## src/rtl/regfile_writeback_arbiter_pkg.sv

```systemverilog
// regfile_writeback_arbiter_pkg: shared widths and the queued write-back entry type
package regfile_writeback_arbiter_pkg;
    localparam int XLEN = 32;
    localparam int NREG = 32;
    localparam int REG_ADDR_W = 5;
    localparam logic [REG_ADDR_W-1:0] X0 = '0;
    typedef struct packed {
        logic [REG_ADDR_W-1:0] rd;
        logic [XLEN-1:0]       data;
    } wb_entry_t;
endpackage

```

## src/rtl/regfile_writeback_arbiter_wb_load_queue.sv

```systemverilog
// wb_load_queue: in-order FIFO of returned load results awaiting the write port
module wb_load_queue
    import regfile_writeback_arbiter_pkg::*;
#(
    parameter int DEPTH = 2
) (
    input  logic      clk,
    input  logic      rst_n,
    input  logic      push_i,
    input  wb_entry_t din_i,
    input  logic      pop_i,
    output wb_entry_t head_o,
    output logic      full_o,
    output logic      empty_o
);
    localparam int PW = $clog2(DEPTH);
    localparam int CW = $clog2(DEPTH + 1);
    wb_entry_t     mem_q [DEPTH];
    logic [PW-1:0] wr_ptr_q, rd_ptr_q;
    logic [CW-1:0] count_q;
    logic          do_push, do_pop;
    assign full_o  = count_q == CW'(DEPTH);
    assign empty_o = count_q == '0;
    assign head_o  = mem_q[rd_ptr_q];
    assign do_push = push_i & ~full_o;
    assign do_pop  = pop_i & ~empty_o;
    always_ff @(posedge clk) begin
        if (do_push) mem_q[wr_ptr_q] <= din_i;
    end
    // Power-of-two depth lets the pointers wrap by natural overflow
    always_ff @(posedge clk or negedge rst_n) begin
        if (!rst_n) begin
            wr_ptr_q <= '0;
            rd_ptr_q <= '0;
            count_q  <= '0;
        end else begin
            if (do_push) wr_ptr_q <= wr_ptr_q + 1'b1;
            if (do_pop) rd_ptr_q <= rd_ptr_q + 1'b1;
            count_q <= count_q + CW'(do_push) - CW'(do_pop);
        end
    end
endmodule

```

## src/rtl/regfile_writeback_arbiter.sv

```systemverilog
// regfile_writeback_arbiter: merges ALU and load results onto the register file write port
module regfile_writeback_arbiter
    import regfile_writeback_arbiter_pkg::*;
#(
    parameter int LQ_DEPTH = 2
) (
    input  logic                  clk,
    input  logic                  rst_n,
    input  logic                  alu_valid,
    input  logic [REG_ADDR_W-1:0] alu_rd,
    input  logic [XLEN-1:0]       alu_data,
    input  logic                  ld_issue,
    input  logic [REG_ADDR_W-1:0] ld_issue_rd,
    input  logic                  ld_valid,
    output logic                  ld_ready,
    input  logic [REG_ADDR_W-1:0] ld_rd,
    input  logic [XLEN-1:0]       ld_data,
    input  logic [REG_ADDR_W-1:0] rs1,
    input  logic [REG_ADDR_W-1:0] rs2,
    output logic                  hazard_rs1,
    output logic                  hazard_rs2,
    output logic                  wr_en,
    output logic [REG_ADDR_W-1:0] rd,
    output logic [XLEN-1:0]       wr_data
);
    logic                  alu_sel, push, pop, full, empty;
    wb_entry_t             head, ld_entry;
    logic [NREG-1:0]       busy_q, busy_d;
    logic                  wr_en_q;
    logic [REG_ADDR_W-1:0] rd_q;
    logic [XLEN-1:0]       wr_data_q;
    assign alu_sel  = alu_valid & (alu_rd != X0);
    assign ld_ready = ~full;
    assign push     = ld_valid & ld_ready & (ld_rd != X0);
    assign pop      = ~alu_sel & ~empty;
    assign ld_entry = '{rd: ld_rd, data: ld_data};
    wb_load_queue #(.DEPTH(LQ_DEPTH)) u_lq (
        .clk     (clk),
        .rst_n   (rst_n),
        .push_i  (push),
        .din_i   (ld_entry),
        .pop_i   (pop),
        .head_o  (head),
        .full_o  (full),
        .empty_o (empty)
    );
    // Issue is applied after the drain clear so a same-cycle set wins
    always_comb begin
        busy_d = busy_q;
        if (pop) busy_d[head.rd] = 1'b0;
        if (ld_issue) busy_d[ld_issue_rd] = 1'b1;
        busy_d[0] = 1'b0;
    end
    always_ff @(posedge clk or negedge rst_n) begin
        if (!rst_n) begin
            busy_q    <= '0;
            wr_en_q   <= 1'b0;
            rd_q      <= '0;
            wr_data_q <= '0;
        end else begin
            busy_q  <= busy_d;
            wr_en_q <= alu_sel | pop;
            if (alu_sel) begin
                rd_q      <= alu_rd;
                wr_data_q <= alu_data;
            end else if (pop) begin
                rd_q      <= head.rd;
                wr_data_q <= head.data;
            end
        end
    end
    assign wr_en      = wr_en_q;
    assign rd         = rd_q;
    assign wr_data    = wr_data_q;
    assign hazard_rs1 = (rs1 != X0) & (busy_q[rs1] | (wr_en_q & (rd_q == rs1)));
    assign hazard_rs2 = (rs2 != X0) & (busy_q[rs2] | (wr_en_q & (rd_q == rs2)));
endmodule

```

## config.mk

```make
export PLATFORM = sky130hd
export DESIGN_NAME = regfile_writeback_arbiter
export DESIGN_NICKNAME = d
export VERILOG_FILES = /design/src/rtl/regfile_writeback_arbiter_pkg.sv /design/src/rtl/regfile_writeback_arbiter_wb_load_queue.sv /design/src/rtl/regfile_writeback_arbiter.sv
export SDC_FILE = /design/constraint.sdc
export NUM_CORES = 1
export LEC_CHECK = 0
export ABC_AREA = 1
export BUFFER_PORTS_ARGS = -buffer_cell sky130_fd_sc_hd__buf_2
export CAP_MARGIN = 20
export CORE_MARGIN = 5
export CORE_UTILIZATION = 55
export CTS_CLUSTER_DIAMETER = 200
export CTS_CLUSTER_SIZE = 20
export DETAILED_ROUTE_END_ITERATION = 10
export PLACE_DENSITY_LB_ADDON = 0.15
export SKIP_CTS_REPAIR_TIMING = 1
export SYNTH_ARGS = -nofsm -noshare
export SYNTH_HDL_FRONTEND = slang
export SYNTH_SLANG_ARGS = --single-unit
export TNS_END_PERCENT = 100
```

## constraint.sdc

```tcl
create_clock -name clk -period 3.6 [get_ports clk]
set_input_delay 0.36 -clock clk [delete_from_list [all_inputs] [get_ports clk]]
set_output_delay 0.36 -clock clk [all_outputs]
set_load 0.02 [all_outputs]
```

### Yosys cells after proc, flatten, opt, wreduce, memory -nomap -nowiden

Memories as Yosys holds them, arrays and structs flattened.
Index checks and enable logic that the tools add are counted.

* logic and storage cells: 64
* bits in writable memories: 74
* memories kept: 1
* bits of input ports: 94
* register bits after elaboration: 73
* output and inout bits: 41

Memories
* u_lq.mem_q: words 2, bits a word 37, rd ports 1, clocked after Yosys merged registers in 0, wr ports 1, line regfile_writeback_arbiter_wb_load_queue.sv:18 `wb_entry_t mem_q [DEPTH];`

* bitwise operators: 19
* mux-type cells: 16
* $lt $le $gt $ge: 6
* equal/unequal tests: 3
* add/subtract/negate cells: 4
* reductions and logical operators: 8

Operators by type and width (number)
* 32-bit 2-to-1 mux: 4
* 32-bit AND: 1
* 32-bit inverter: 1
* 32-bit OR: 1
* 5-bit by 6-bit < comparator with 1-bit output (second input constant): 4
* 5-bit nonzero test: 4
* 1-bit AND: 10
* 1-bit binary-select mux with 5-bit select: 2
* 1-bit demux with 5-bit select: 2
* 5-bit == test: 2
* 5-bit by 1-bit greater-or-equal comparator with 1-bit output (second input constant): 2
* 5-bit 2-to-1 mux: 2
* 1-bit 2-to-1 mux: 6
* 1-bit inverter: 3
* 1-bit OR: 3
* 1-bit adder (second input constant): 2
* 2-bit by 1-bit adder with 2-bit output: 1
* 2-bit == test (second input constant): 1
* 1-bit logical AND: 2
* 2-bit logical NOT: 1
* 2-bit nonzero test: 1
* 2-bit by 1-bit subtractor with 2-bit output: 1

### Depth between registers and ports, before layout

An unclocked memory read counts as a cell.

* word-level depth: 10
* gate-level depth with buffers: 12
* depth with buffers taken out: 11

### By module

A second synthesis with hierarchy kept.

* cells, all modules: 805
* area, all modules: 6975.4 µm²

Modules (own cells, without submodules)
* regfile_writeback_arbiter: instances 1, cells an instance 578, sequential area each 1726.7 µm², area each 4032.6 µm²
* wb_load_queue: instances 1, cells an instance 227, sequential area each 2322.2 µm², area each 2942.8 µm²

### Worst setup path before layout

OpenSTA, ideal clock, no wires.

* path kind: register to register
* start: register u_lq.count_q[1]
* end: memory u_lq.mem_q[1][0] in the netlist's numbering (enable)
* cell stages (with the launch flop): 4
* arrival: 2.262 ns
* period minus slack after synthesis: 2.695 ns
* setup time: 0.433 ns
* setup slack: 0.905 ns
* data required time: 3.167 ns
* buffers on the path: 0
* path through: dfrtp_1 > a21boi_0 > nand2_1 > nor2_1

* longest elaborated chain between the ends: 7

Ends and longest elaborated chain
* from (decl): line regfile_writeback_arbiter_wb_load_queue.sv:20 `logic [CW-1:0] count_q;`
* from (signal assigned): line regfile_writeback_arbiter_wb_load_queue.sv:39 `count_q <= count_q + CW'(do_push) - CW'(do_pop);`
* 2-bit == test *: line regfile_writeback_arbiter_wb_load_queue.sv:22 `assign full_o = count_q == CW'(DEPTH);`
* 1-bit inverter *: line regfile_writeback_arbiter_wb_load_queue.sv:25, regfile_writeback_arbiter.sv:33
* 1-bit AND (2 in series): line regfile_writeback_arbiter.sv:34 `assign push = ld_valid & ld_ready & (ld_rd != X0);`
* 1-bit AND *: line regfile_writeback_arbiter_wb_load_queue.sv:25 `assign do_push = push_i & ~full_o;`
* 1-bit 2-to-1 mux *: line regfile_writeback_arbiter_wb_load_queue.sv:28 `if (do_push) mem_q[wr_ptr_q] <= din_i;`
* 1-bit 2-to-1 mux (implied by the code) *: line regfile_writeback_arbiter_wb_load_queue.sv:28
* to (decl): line regfile_writeback_arbiter_wb_load_queue.sv:18

Every way passes the cells marked *; elsewhere a longest branch is shown, timed or not.

### Final worst setup path

* start: input port rs2[0]
* end: output port hazard_rs2

* longest elaborated chain between the ends: 4
* elaborated cells between the ends (all ways): 7
* those cells by class: eq/ne: 1; mux: 2; bitwise: 3; reduce/logical: 1

Ends and longest elaborated chain
* from (decl): line regfile_writeback_arbiter.sv:19 `input logic [REG_ADDR_W-1:0] rs2,`
* 1-bit binary-select mux with 5-bit select or 5-bit == test (tied branches): line regfile_writeback_arbiter.sv:76 `assign hazard_rs2 = (rs2 != X0) & (busy_q[rs2] | (wr_en_q & (rd_q == rs2)));`
* 1-bit 2-to-1 mux (implied by the code) or 1-bit AND (tied branches): line regfile_writeback_arbiter.sv:76
* 1-bit OR: line regfile_writeback_arbiter.sv:76
* 1-bit AND *: line regfile_writeback_arbiter.sv:76
* to (decl): line regfile_writeback_arbiter.sv:21 `output logic hazard_rs2,`

Every way passes the cells marked *; elsewhere a longest branch is shown, timed or not. The select of a mux whose other input is x is not followed.

==> metrics.md <==
| Metric | Value |
|---|---|
| Kind of critical path | `input pin to output port` |
| Ys flop type | `edfxtp_1` |
| GRT overflow | `0` |
| Boundary Pins | `around 140` |
| FF+latch count, synth | `between 100 and 150` |
| Hold Fails Final Rpt | `0` |
| Syn avg cell area | `9.85 um2` |
| Worst path max stage delay | `around 450 ps` |
| Drt pass-1 iters | `5` |
| Maximum buffer depth of the clock tree | `2` |
| Buf/Inv on CP | `3` |
| Dpl hpwl | `11.7 mm` |
| H-tree lvl count | `4` |
| Fmax | `411 MHz` |
| Post-synth EDFFs | `74` |
| Synth unique cells | `33` |
| GRT Overall Usage | `0.239` |
| Yosys top cell area share | `0.336` |
| Die area | `14,300 um2` |
| Vias | `5,413` |
| Clk sink count | `147` |
| Clk_skew | `9.05 ps` |
| Slew margin rel. | `0.347` |
| Area of the multi-input gates | `about 2200 um2` |
| Root buffer cell | `clkbuf_16` |
| Cells after Synth | `671` |
| Fillers | `909` |
| RePlAce Congestion | `0.970` |
| Area Overhead vs Synth | `22.0%` |
| Element type at the critical path end | `output port` |
| Clock latency on the worst-skew pair | `420 ps` |
| Placed instance area | `7400 um2` |
| Syn_nets | `767` |
| Vias in the first global route | `5,565` |
| Maximum VDD drop | `0.489 mV` |
| Finished Cell Area | `just over 8000 um2` |
| WL/cell | `17.3 um` |
| Cell repeated most along the worst path | `nor2_1` |
| Max Slew Vio Count | `0` |
| DRT antenna net count | `0` |
| Most common cell after layout, fill and taps aside | `nand2_1` |
| Initial antenna violation count | `1` |
| I/O Buffers | `between 100 and 150` |
| Total core area | `11,900 um2` |
| Syn Std Cell Area | `6610 um2` |
| Leak Pwr | `3.58 nW` |
| Most frequent cells in the layout | `nand2_1 (163), buf_2 (133), edfxtp_1 (74)` |
| Die X | `120 um` |
| Max Cap Viol | `0` |
| Ys async rst share | `0.497` |
| First-pass GRT wire length | `~27 mm` |
| Non-Filler Instances | `964` |
| Accumulated negative setup slack | `0 ps` |
| Pwr Density | `821 nW/um2` |
| Initial DRC Count | `between 400 and 500` |
| Yosys warnings | `0` |
| CP required | `3240 ps` |
| Pin count of the biggest net entering global routing | `74` |
| CP max FO | `17` |
| Status | `complete, no violations` |
| Final Critical Period | `2430 ps` |
| CP startpoint kind | `input pin` |
| Critical path arrival | `2070 ps` |
| Rows | `40` |
| Diode count | `0` |
| CTS tree | `yes` |
| Hold Crit Class | `input pin to async pin` |
| Reg clk slew, reported paths | `roughly 60 ps` |
| DR vias/cell | `5.62` |
| Register Area | `roughly 4000 um2` |
| CP cell instances | `buf_2 > inv_1 > nor2_1 > nand2_1 > nand3_1 > nand3_1 > nor2_1 > nor2_1 > a21oi_1 > buf_2` |
| DRC | `0` |
| Slowest-stage cell, CP | `nor2_1` |
| Inst Count DP | `931` |
| Initial core utilization | `0.555` |
| Cell taking the most area after synthesis | `edfxtp_1` |
| Share of layout cells above drive strength 1 | `0.233` |
| Worst slew pin tran | `979 ps` |
| Part of the cycle the worst path needs | `0.675` |
| WHS | `96.2 ps` |
| Seq/Total Area, Yosys | `0.612` |
| Critical path's top delay family | `simple AND/OR/NAND/NOR gates` |
| Largest cells by area after synthesis | `edfxtp_1 (34%), dfrtp_1 (28%), nand2_1 (9.3%)` |
| RSZ-0062 raised after global routing | `no` |
| Num CTS Buffers | `17` |
| Die span in y | `120 um` |
| Final setup viols | `0` |
| Drt total wl | `16.7 mm` |
| Fin nets | `900` |
## report_power, final
group | internal (mW) | total, mW | leakage, nW | switching, mW
clock | 1.25 | 1.92 | 0.307 | 0.673
combinational | 0.672 | 2.00 | 1.71 | 1.33
sequential | 2.35 | 2.70 | 1.56 | 0.351
## stage by stage
step           setup WS [ps]  utilization  power (mW)
4_1_cts                 1170        0.676        6.63
6_report                1170        0.677        6.62
3_5_place_dp            1170        0.621        4.70
3_3_place_gp            1190        0.619        4.62
2_1_floorplan            905            -        4.01
5_1_grt                  946        0.677        7.00
## sequential cells by signal (all words and copies together), names as in the netlist
name / count
busy_q: 31
rd: 5
u_lq.count_q: 2
u_lq.mem_q: 74
u_lq.rd_ptr_q: 1
u_lq.wr_ptr_q: 1
wr_data: 32
wr_en: 1
## per-layer routing
metal	vias to the layer above	track usage	wire, um
li1	2576	-	-
met1	2579	0.302	6890
met2	224	0.401	8210
met3	32	0.0589	1250
met4	2	0.0895	290
met5	-	0	7
## layout make-up
| cell class | instances | area share |
|---|---|---|
| flip-flops and latches | 147 | 0.502 |
| clock inverters | 12 | 0.0253 |
| clock buffers | 20 | 0.0554 |
| multi-input cells | 441 | 0.277 |
| repair buffers | 137 | 0.0893 |
| well taps | 147 | 0.0228 |
| inverters | 60 | 0.0279 |
## cell families after synthesis
logic type,synth area share
AO/OA/AOI/OAI,0.117
buffers and inverters,0.0518
adder cells (fa/ha/maj),0.00378
AND/OR/NAND/NOR,0.182
multiplexers,0.0272
XOR/XNOR,0.00530
flip-flops,0.612
## final timing paths
check / cells past startpoint / startpoint / end / slack [ps]
hold / removal: 1 / rst_n / wr_data[9] / 100
setup / recovery: 10 / rs2[0] / hazard_rs2 / 1170
hold reg to reg: 2 / wr_data[27] / wr_data[27] / 470
setup reg to reg: 8 / u_lq.count_q[1] / u_lq.count_q[1] / 1190
max in group asynchronous: 1 / rst_n / u_lq.rd_ptr_q / 2850
min in group clk: 1 / ld_data[6] / u_lq.mem_q[1][6] / 120
## cells in the mapped netlist (5+ instances only)
cell	count
nand2_1	163
edfxtp_1	74
dfrtp_1	73
nand3_1	64
o21ai_0	60
inv_1	55
nor2_1	38
o211ai_1	21
mux2i_1	18
o21ai_1	15
buf_2	13
a21oi_1	12
clkbuf_1	7
o31ai_1	6
inv_2	5
nand2_2	5
o21ai_2	5
Note: power is estimated with default switching activity, not from simulation.
